**src/rtl/fetch_unit.sv**
```systemverilog
`default_nettype none
// ============================================================================
// Module : fetch_unit
// Instruction fetch: PC, one-outstanding imem request, instruction queue to
// decode, and redirect handling with stale-response drop.
// Rev    : 1.0  initial release
// ============================================================================
module fetch_unit #(
  parameter int              XLEN     = 32,
  parameter logic [XLEN-1:0] RESET_PC = '0,
  parameter int              QDEPTH   = 2
) (
  input  logic            clk,
  input  logic            rst,
  output logic            imem_req_valid,
  input  logic            imem_req_ready,
  output logic [XLEN-1:0] imem_req_addr,
  input  logic            imem_rsp_valid,
  input  logic [XLEN-1:0] imem_rsp_data,
  input  logic            redirect_valid,
  input  logic [XLEN-1:0] redirect_pc,
  output logic            id_valid,
  input  logic            id_ready,
  output logic [XLEN-1:0] id_instr,
  output logic [XLEN-1:0] id_pc,
  output logic [XLEN-1:0] id_pc_plus4,
  output logic [6:0]      id_op
);

  localparam int                 c_PTR_W = $clog2(QDEPTH);
  localparam int                 c_CNT_W = c_PTR_W + 1;
  localparam logic [c_CNT_W-1:0] c_FULL  = c_CNT_W'(QDEPTH);
  localparam logic [c_CNT_W-1:0] c_CNT_1 = c_CNT_W'(1);
  localparam logic [c_PTR_W-1:0] c_PTR_1 = c_PTR_W'(1);
  localparam logic [XLEN-1:0]    c_FOUR  = XLEN'(4);
  localparam logic [XLEN-1:0]    c_ALIGN = ~XLEN'(3);

  typedef enum logic [1:0] {
    S_REQ  = 2'd0,
    S_WAIT = 2'd1,
    S_DROP = 2'd2
  } state_t;

  state_t              r_state;
  logic [XLEN-1:0]     r_pc;
  logic [XLEN-1:0]     r_req_pc;
  logic [XLEN-1:0]     r_q_instr [QDEPTH];
  logic [XLEN-1:0]     r_q_pc    [QDEPTH];
  logic [c_PTR_W-1:0]  r_rd_ptr;
  logic [c_PTR_W-1:0]  r_wr_ptr;
  logic [c_CNT_W-1:0]  r_count;

  logic                w_req_fire;
  logic                w_push;
  logic                w_pop;
  logic [XLEN-1:0]     w_redirect_pc;

  // Outputs are gated by rst so nothing handshakes during the reset cycle.
  assign imem_req_valid = ~rst && (r_state == S_REQ) && (r_count != c_FULL);
  assign imem_req_addr  = r_pc;
  assign id_valid       = ~rst && (r_count != '0);
  assign id_instr       = r_q_instr[r_rd_ptr];
  assign id_pc          = r_q_pc[r_rd_ptr];
  assign id_pc_plus4    = id_pc + c_FOUR;
  assign id_op          = id_instr[6:0];

  assign w_req_fire     = imem_req_valid && imem_req_ready;
  assign w_push         = (r_state == S_WAIT) && imem_rsp_valid && !redirect_valid;
  assign w_pop          = id_valid && id_ready && !redirect_valid;
  assign w_redirect_pc  = redirect_pc & c_ALIGN;

  always_ff @(posedge clk) begin
    if (rst) begin
      r_state  <= S_REQ;
      r_pc     <= RESET_PC;
      r_req_pc <= RESET_PC;
      r_rd_ptr <= '0;
      r_wr_ptr <= '0;
      r_count  <= '0;
    end else begin
      case (r_state)
        S_REQ: begin
          if (w_req_fire)
            r_state <= redirect_valid ? S_DROP : S_WAIT;
          if (w_req_fire && !redirect_valid)
            r_req_pc <= r_pc;
        end
        S_WAIT: begin
          if (imem_rsp_valid)
            r_state <= S_REQ;
          else if (redirect_valid)
            r_state <= S_DROP;
        end
        S_DROP: begin
          // Exactly one response is owed for the abandoned request.
          if (imem_rsp_valid)
            r_state <= S_REQ;
        end
        default: r_state <= S_REQ;
      endcase

      if (redirect_valid)
        r_pc <= w_redirect_pc;
      else if (w_req_fire)
        r_pc <= r_pc + c_FOUR;

      if (redirect_valid) begin
        r_rd_ptr <= '0;
        r_wr_ptr <= '0;
        r_count  <= '0;
      end else begin
        if (w_push) begin
          r_q_instr[r_wr_ptr] <= imem_rsp_data;
          r_q_pc[r_wr_ptr]    <= r_req_pc;
          r_wr_ptr            <= r_wr_ptr + c_PTR_1;
        end
        if (w_pop)
          r_rd_ptr <= r_rd_ptr + c_PTR_1;
        case ({w_push, w_pop})
          2'b10:   r_count <= r_count + c_CNT_1;
          2'b01:   r_count <= r_count - c_CNT_1;
          default: ;
        endcase
      end
    end
  end

endmodule
`default_nettype wire
```
**config.mk**
```make
export PLATFORM = sky130hd
export DESIGN_NAME = fetch_unit
export DESIGN_NICKNAME = d
export VERILOG_FILES = /design/src/rtl/fetch_unit.sv
export SDC_FILE = /design/constraint.sdc
export NUM_CORES = 1
export LEC_CHECK = 0
export CAP_MARGIN = 20
export CORE_MARGIN = 2
export CORE_UTILIZATION = 45
export DETAILED_ROUTE_END_ITERATION = 16
export GPL_TIMING_DRIVEN = 0
export PLACE_DENSITY = 0.78
export SETUP_SLACK_MARGIN = 0.05
export SLEW_MARGIN = 30
export SYNTH_ARGS = -nofsm -noshare
export SYNTH_HDL_FRONTEND = slang
export SYNTH_SLANG_ARGS = --single-unit
```
**constraint.sdc**
```tcl
create_clock -name clk -period 12 [get_ports clk]
set_clock_uncertainty 0.2 [all_clocks]
set_input_delay 3.6 -clock clk [delete_from_list [all_inputs] [get_ports clk]]
set_output_delay 3.6 -clock clk [all_outputs]
set_load 0.01 [all_outputs]
```
==> impl_metrics.csv, run 1 <==
group,metric,value,unit
run_status,outcome,"finished, final reports clean",
setup_path,slowest_stage,"clkdlybuf4s50_1",
grt,grt_pass1_wl,31900,um
clock_network,clockBufferDepth,2,
timing,hold_violations,0,
power,vdd_drop_max,0.0000831,V
drt,drt_iter0_drc,301,
drt,firstDrtPassIters,4,
placed_design,dpl-instance-area,10900,um2
setup_path,end_kind,"primary output",
grt,antenna_found_initial,0,
logic_synthesis,synth_ff_type,"edfxtp_1",
logic_synthesis,ys_seq_area_share,59.9,%
setup_path,slowest_delay,0.55,ns
floorplanning,num_io_pins,207,
drt,route.detailed.drc,0,
timing,worst_slew_pin_slew,0.661,ns
timing,period_share,79.0,%
drt,viasPerCell,5.13,
clock_network,clock_sinks,191,
floorplanning,start_util,45.5,%
setup_path,path_class,"in -> out",
clock_network,cts_setup_buffers,0,
logic_synthesis,synth-async-reset-ratio,0,%
worst_hold_path,holdPathStages,0,
setup_path,cp.required,8.20,ns
floorplanning,dieHeight,141,um
setup_path,r2r_cells,9,
drt,wire_per_inst,16.9,um
floorplanning,rows,50,
floorplanning,die_x,141,um
setup_path,path_max_fanout,10,
placed_design,portBuffers,198,
setup_path,crit_cells,5,
logic_synthesis,yosys-top-cells-area,"edfxtp_1 (44%), dfxtp_1 (16%), mux2_2 (6.5%), nand2_1 (4.4%), xor2_1 (3.6%)",
grt,grt_pass1_vias,6035,
clock_network,clk_pin_slew,0.07,ns
final_layout,fin_area,11500,um2
clock_network,cts_root_buf,"clkbuf_16",
logic_synthesis,syn_inst,701,
setup_path,crit_family,"buffers and inverters",
placed_design,hpwl,15400,um
logic_synthesis,yosysTopAreaCell,"edfxtp_1",
timing,maxSlewHeadroom,56.0,%
logic_synthesis,avgSynthCellArea,12.1,um2
grt,grt_use_total,20.5,%
power,power.density,117,nW/um2
placed_design,gp_congestion,0.833,
logic_synthesis,synth_top_area_share,44.0,%
floorplanning,die_area,19900,um2
placed_design,dp_slack,2.50,ns
timing,setup_viol,0,
timing,slew_violations,0,
worst_hold_path,min_path_type,"reg -> reg",
grt,grt_max_degree,18,
setup_path,crit_arrival,5.68,ns
logic_synthesis,synth_warnings,0,
logic_synthesis,netlist_area,8460,um2
final_layout,drive_gt1_share,15.9,%
drt,antenna_left,0,
final_layout,synthToLayoutAreaGrowth,35.5,%
clock_network,clk_latency,0.43,ns
drt,via_count,6131,
timing,period_needed,9.48,ns
power,p_total,1.34,mW
final_layout,final_nets,1022,
drt,routed_wl,20200,um
timing,grt_setup_unrepaired,"false",
logic_synthesis,synth_cell_types,60,
clock_network,cts_made_buffers,17,
setup_path,start_kind,"input pin",
clock_network,ctsHoldBuffers,0,
logic_synthesis,synth_edf_count,124,
logic_synthesis,ys_seq_elements,191,
clock_network,cts_tree,"done",
timing,setup_ws,2.52,ns
job,max_cap_viol_count,0,
clock_network,ctsResizeCount,0,
floorplanning,coreArea,18600,um2
power,total_leakage_power,4.10,nW
timing,max_freq,0.106,GHz
final_layout,num_antenna_cells,0,
grt,grt_overflow,0,
clock_network,cts.htree.levels,4,
setup_path,path_cells,"clkdlybuf4s50_1 -> clkbuf_1 -> clkbuf_1 -> nor2_1 -> clkdlybuf4s50_1",
setup_path,critical_path_buf_inv_count,4,
through the flow:
stage                     util [%]  setup TNS (ns)  hold WS (ns)  std cells
after floorplan                  -               0         0.225        706
after global placement        57.9         -429.00         0.232       1138
after detailed placement      58.7               0         0.243       1164
after CTS                     61.7               0         0.260       1196
after global routing          61.7               0         0.266       1196
final                         61.7               0         0.256       1196
synth_stat cells (2+ instances only):
| library cell | count |
|---|---|
| nor4_1 | 8 |
| o21ai_0 | 3 |
| and4_1 | 3 |
| inv_1 | 17 |
| a21oi_1 | 43 |
| xnor2_1 | 24 |
| clkbuf_1 | 21 |
| nor2_1 | 44 |
| buf_4 | 15 |
| a32o_1 | 2 |
| nor2b_1 | 4 |
| and4b_1 | 2 |
| nand4_2 | 2 |
| edfxtp_1 | 124 |
| nand4_1 | 22 |
| buf_2 | 8 |
| o21bai_1 | 3 |
| nand3_1 | 13 |
| a21o_1 | 2 |
| xor2_1 | 35 |
| and3_1 | 4 |
| nand2b_1 | 2 |
| a211oi_1 | 20 |
| mux2_2 | 49 |
| nand4b_1 | 4 |
| nand2_1 | 99 |
| buf_6 | 3 |
| and2_1 | 3 |
| nor4_2 | 3 |
| dfxtp_1 | 67 |
| nor3_1 | 10 |
| mux2i_1 | 11 |
| ha_1 | 3 |
| nand3_4 | 2 |
state kept, by name (all words and copies together) (netlist names), named ones only:
register / cells
r_q_instr: 64
r_q_pc: 60
imem_req_addr: 30
r_req_pc: 30
r_count: 2
r_state: 2
r_rd_ptr: 1
r_wr_ptr: 1
cell type report:
cell class,count,area (um2)
Multi-Input combinational cell,449,3090
Tap cell,234,293
Timing Repair Buffer,224,2120
Clock inverter,11,95.1
Sequential cell,191,5060
Inverter,18,67.6
Fill cell,1512,7120
Clock buffer,21,462
Buffer,48,269
worst paths after layout:
path,start,to,slack (ns)
max reg2reg,r_state[0],r_q_instr[1][1],8.97
min reg2reg,r_req_pc[16],r_q_pc[0][16],0.26
max,rst,id_valid,2.52
min,r_req_pc[16],r_q_pc[0][16],0.26
kinds of logic after synthesis:
logic type	Yosys count	share of synthesized area (%)
simple gates	238	15.0
flops	191	59.9
compound gates	83	6.76
buf+inv	66	3.98
mux	60	7.83
xor+xnor	59	6.11
fa+ha+maj	3	0.444
other cells	1	0.0443
cell usage in the layout, fill, tap and decap left out, types with 4 or more instances in the layout:
cell type,netlist,routed
nor3_1,10,10
nor2b_1,4,4
and3_1,4,4
a211oi_1,20,20
nand3_1,13,13
xor2_1,35,35
buf_2,8,30
xnor2_1,24,24
edfxtp_1,124,124
nand4_1,22,22
dfxtp_1,67,67
clkdlybuf4s50_1,0,198
inv_1,17,17
nand2_1,99,99
buf_4,15,19
nor4_1,8,7
nor2_1,44,44
mux2i_1,11,11
conb_1,1,6
nor4_2,3,4
a21oi_1,43,43
nand4b_1,4,4
clkbuf_1,21,24
mux2_2,49,49
clkbuf_16,0,18
routing by layer:
layer / share of wire [%] / track usage (%) / vias up / routed length, um
met4: 1.6 / 6.84 / 0 / 320
met5: 0 / 0 / - / 0
met2: 48 / 34.0 / 217 / 9770
li1: - / - / 3014 / -
met1: 44 / 27.0 / 2877 / 8850
met3: 6.0 / 4.35 / 23 / 1210
power by group:
group	internal [mW]	switching, mW
sequential	0.706	0.0137
combinational	0.0457	0.0363
clock	0.283	0.251
Note: power is estimated with default switching activity, not from simulation.
==> run 2: changes to the inputs <==
--- a/config.mk
+++ b/config.mk
@@ -7,10 +7,10 @@
 export LEC_CHECK = 0
 export CAP_MARGIN = 20
 export CORE_MARGIN = 2
-export CORE_UTILIZATION = 45
+export CORE_UTILIZATION = 50
 export DETAILED_ROUTE_END_ITERATION = 16
 export GPL_TIMING_DRIVEN = 0
-export PLACE_DENSITY = 0.78
+export PLACE_DENSITY = 0.82
 export SETUP_SLACK_MARGIN = 0.05
 export SLEW_MARGIN = 30
 export SYNTH_ARGS = -nofsm -noshare
==> constraint.sdc (replaced) <==
create_clock -name clk -period 9.25 [get_ports clk]
set_clock_uncertainty 0.2 [all_clocks]
set_input_delay 2.775 -clock clk [delete_from_list [all_inputs] [get_ports clk]]
set_output_delay 2.775 -clock clk [all_outputs]
set_load 0.01 [all_outputs]
==> impl_metrics.csv, run 2 (same netlist as run 1, synthesis figures left out) <==
group,metric,value,unit
run_status,outcome,"finished, final reports clean",
placed_design,dpl.cell_count,1137,
clock_network,cts_root_buf,"clkbuf_16",
floorplanning,start_util,51.0,%
clock_network,clockBufferDepth,2,
timing,worst_slew_pin_slew,0.771,ns
setup_path,critical_path_buf_inv_count,4,
floorplanning,die_x,134,um
clock_network,cts_setup_buffers,0,
timing,grt_setup_unrepaired,"false",
clock_network,clk_latency,0.42,ns
placed_design,portBuffers,198,
final_layout,drive_gt1_share,15.0,%
setup_path,path_max_fanout,10,
final_layout,largest_reg_flops,64,
grt,grtUsageMet1,28.0,%
drt,viasPerCell,5.24,
clock_network,ctsHoldBuffers,0,
drt,routed_wl,19600,um
drt,drt_iter0_drc,352,
setup_path,crit_arrival,4.85,ns
power,vdd_drop_max,0.000131,V
grt,grt_pass1_vias,6055,
setup_path,slowest_stage,"clkdlybuf4s50_1",
setup_path,path_class,"in -> out",
timing,period_needed,7.83,ns
clock_network,ctsResizeCount,0,
clock_network,cts.htree.levels,4,
drt,via_count,6123,
setup_path,end_kind,"primary output",
grt,grt_overflow,0,
grt,use_met2,36.7,%
timing,max_freq,0.128,GHz
power,p_total,1.72,mW
timing,slew_violations,0,
final_layout,layout_commonest_cell,"clkdlybuf4s50_1",
job,max_cap_viol_count,0,
final_layout,fin_cells,1169,
grt,grt_max_degree,19,
timing,hold_violations,0,
final_layout,final_cell_mix,"clkdlybuf4s50_1 (198), edfxtp_1 (124), nand2_1 (99)",
worst_hold_path,min_path_type,"reg -> reg",
power,power.density,150,nW/um2
setup_path,crit_family,"buffers and inverters",
final_layout,fill_cells,1228,
grt,antenna_found_initial,0,
final_layout,regArea,5060,um2
floorplanning,coreArea,16600,um2
timing,maxSlewHeadroom,48.4,%
final_layout,final_nets,1009,
final_layout,synthToLayoutAreaGrowth,35.1,%
placed_design,gp_congestion,0.861,
grt,use_met3,4.35,%
grt,grt_use_total,21.8,%
floorplanning,num_io_pins,207,
final_layout,num_antenna_cells,0,
setup_path,path_cells,"clkdlybuf4s50_1 -> clkbuf_1 -> clkbuf_1 -> nor2_1 -> clkdlybuf4s50_1",
floorplanning,rows,47,
setup_path,start_kind,"input pin",
final_layout,multi_input_area,3110,um2
grt,grt_pass1_wl,30600,um
power,total_leakage_power,4.04,nW
clock_network,cts_tree,"done",
drt,antenna_left,0,
floorplanning,die_area,18000,um2
clock_network,clock_sinks,191,
setup_path,cp.required,6.28,ns
clock_network,cts_made_buffers,17,
final_layout,reg_top3,"r_q_instr x64, r_q_pc x60",
floorplanning,dieHeight,134,um
setup_path,slowest_delay,0.55,ns
drt,wire_per_inst,16.8,um
final_layout,regMostFlops,"r_q_instr",
clock_network,clk_pin_slew,0.07,ns
timing,period_share,84.6,%
placed_design,hpwl,14900,um
drt,firstDrtPassIters,5,
drt,route.detailed.drc,0,
grt,top_usage_layer,"met2",
timing,setup_viol,0,
[run 2: metrics by stage]
stage	setup WS (ns)	TNS [ns]	utilization, %	hold WS (ns)	cell area, um2
floorplan	1.60	0	-	0.225	8490
finish	1.42	0	68.9	0.256	11400
global route	1.33	0	68.9	0.270	11400
global placement	-0.858	-104.52	64.8	0.231	10700
detailed placement	1.45	0	65.6	0.239	10900
CTS	1.44	0	68.9	0.250	11400
[run 2: path summary, 6_finish.rpt]
check	start	end	slack (ns)	cells past startpoint
setup / recovery	rst	id_valid	1.42	5
hold / removal	r_req_pc[27]	r_q_pc[1][27]	0.26	0
setup reg to reg	r_state[0]	r_q_instr[1][8]	6.83	4
hold reg to reg	r_req_pc[27]	r_q_pc[1][27]	0.26	0
[run 2: final cells by class]
class	instances	area share [%]
tap	220	2.41
multi-input combinational	449	27.2
clock inverter	14	1.12
buffer	48	2.35
inverter	18	0.591
timing repair buffer	211	18.3
sequential	191	44.3
clock buffer	18	3.75
[run 2: per-layer routing]
layer / wire [um] / share of wire [%] / up-vias
met3: 1290 / 6.6 / 30
met5: 0 / 0 / -
met1: 8390 / 43 / 2886
li1: - / - / 2971
met2: 9540 / 49 / 236
met4: 367 / 1.9 / 0
[run 2: worst register-to-register path, delay by kind of cell (launching register included)]
kind / cells / cell delay, ns
AND/OR/NAND/NOR: 2 / 0.91
buffers and inverters: 2 / 0.57
flip-flops: 1 / 0.43
[run 2: power by group]
group / total, mW / internal, mW / switching [mW]
combinational: 0.106 / 0.0593 / 0.0468
clock: 0.678 / 0.354 / 0.323
sequential: 0.933 / 0.916 / 0.0174
==> run 3: changes to the inputs <==
==> constraint.sdc (replaced) <==
create_clock -name clk -period 8.2 [get_ports clk]
set_clock_uncertainty 0.2 [all_clocks]
set_input_delay 2.46 -clock clk [delete_from_list [all_inputs] [get_ports clk]]
set_output_delay 2.46 -clock clk [all_outputs]
set_load 0.01 [all_outputs]
==> results of run 3 <==
The final DEF is identical to that of run 2. Status: finished, final reports clean.
Main changes from that run: setup slack after placement 1.45 ns -> 1.03 ns; setup slack after layout 1.42 ns -> 1.00 ns; register-to-register setup slack 6.83 ns -> 5.78 ns; total power 1.72 mW -> 1.94 mW; worst IR drop on VDD 0.000131 V -> 0.000148 V
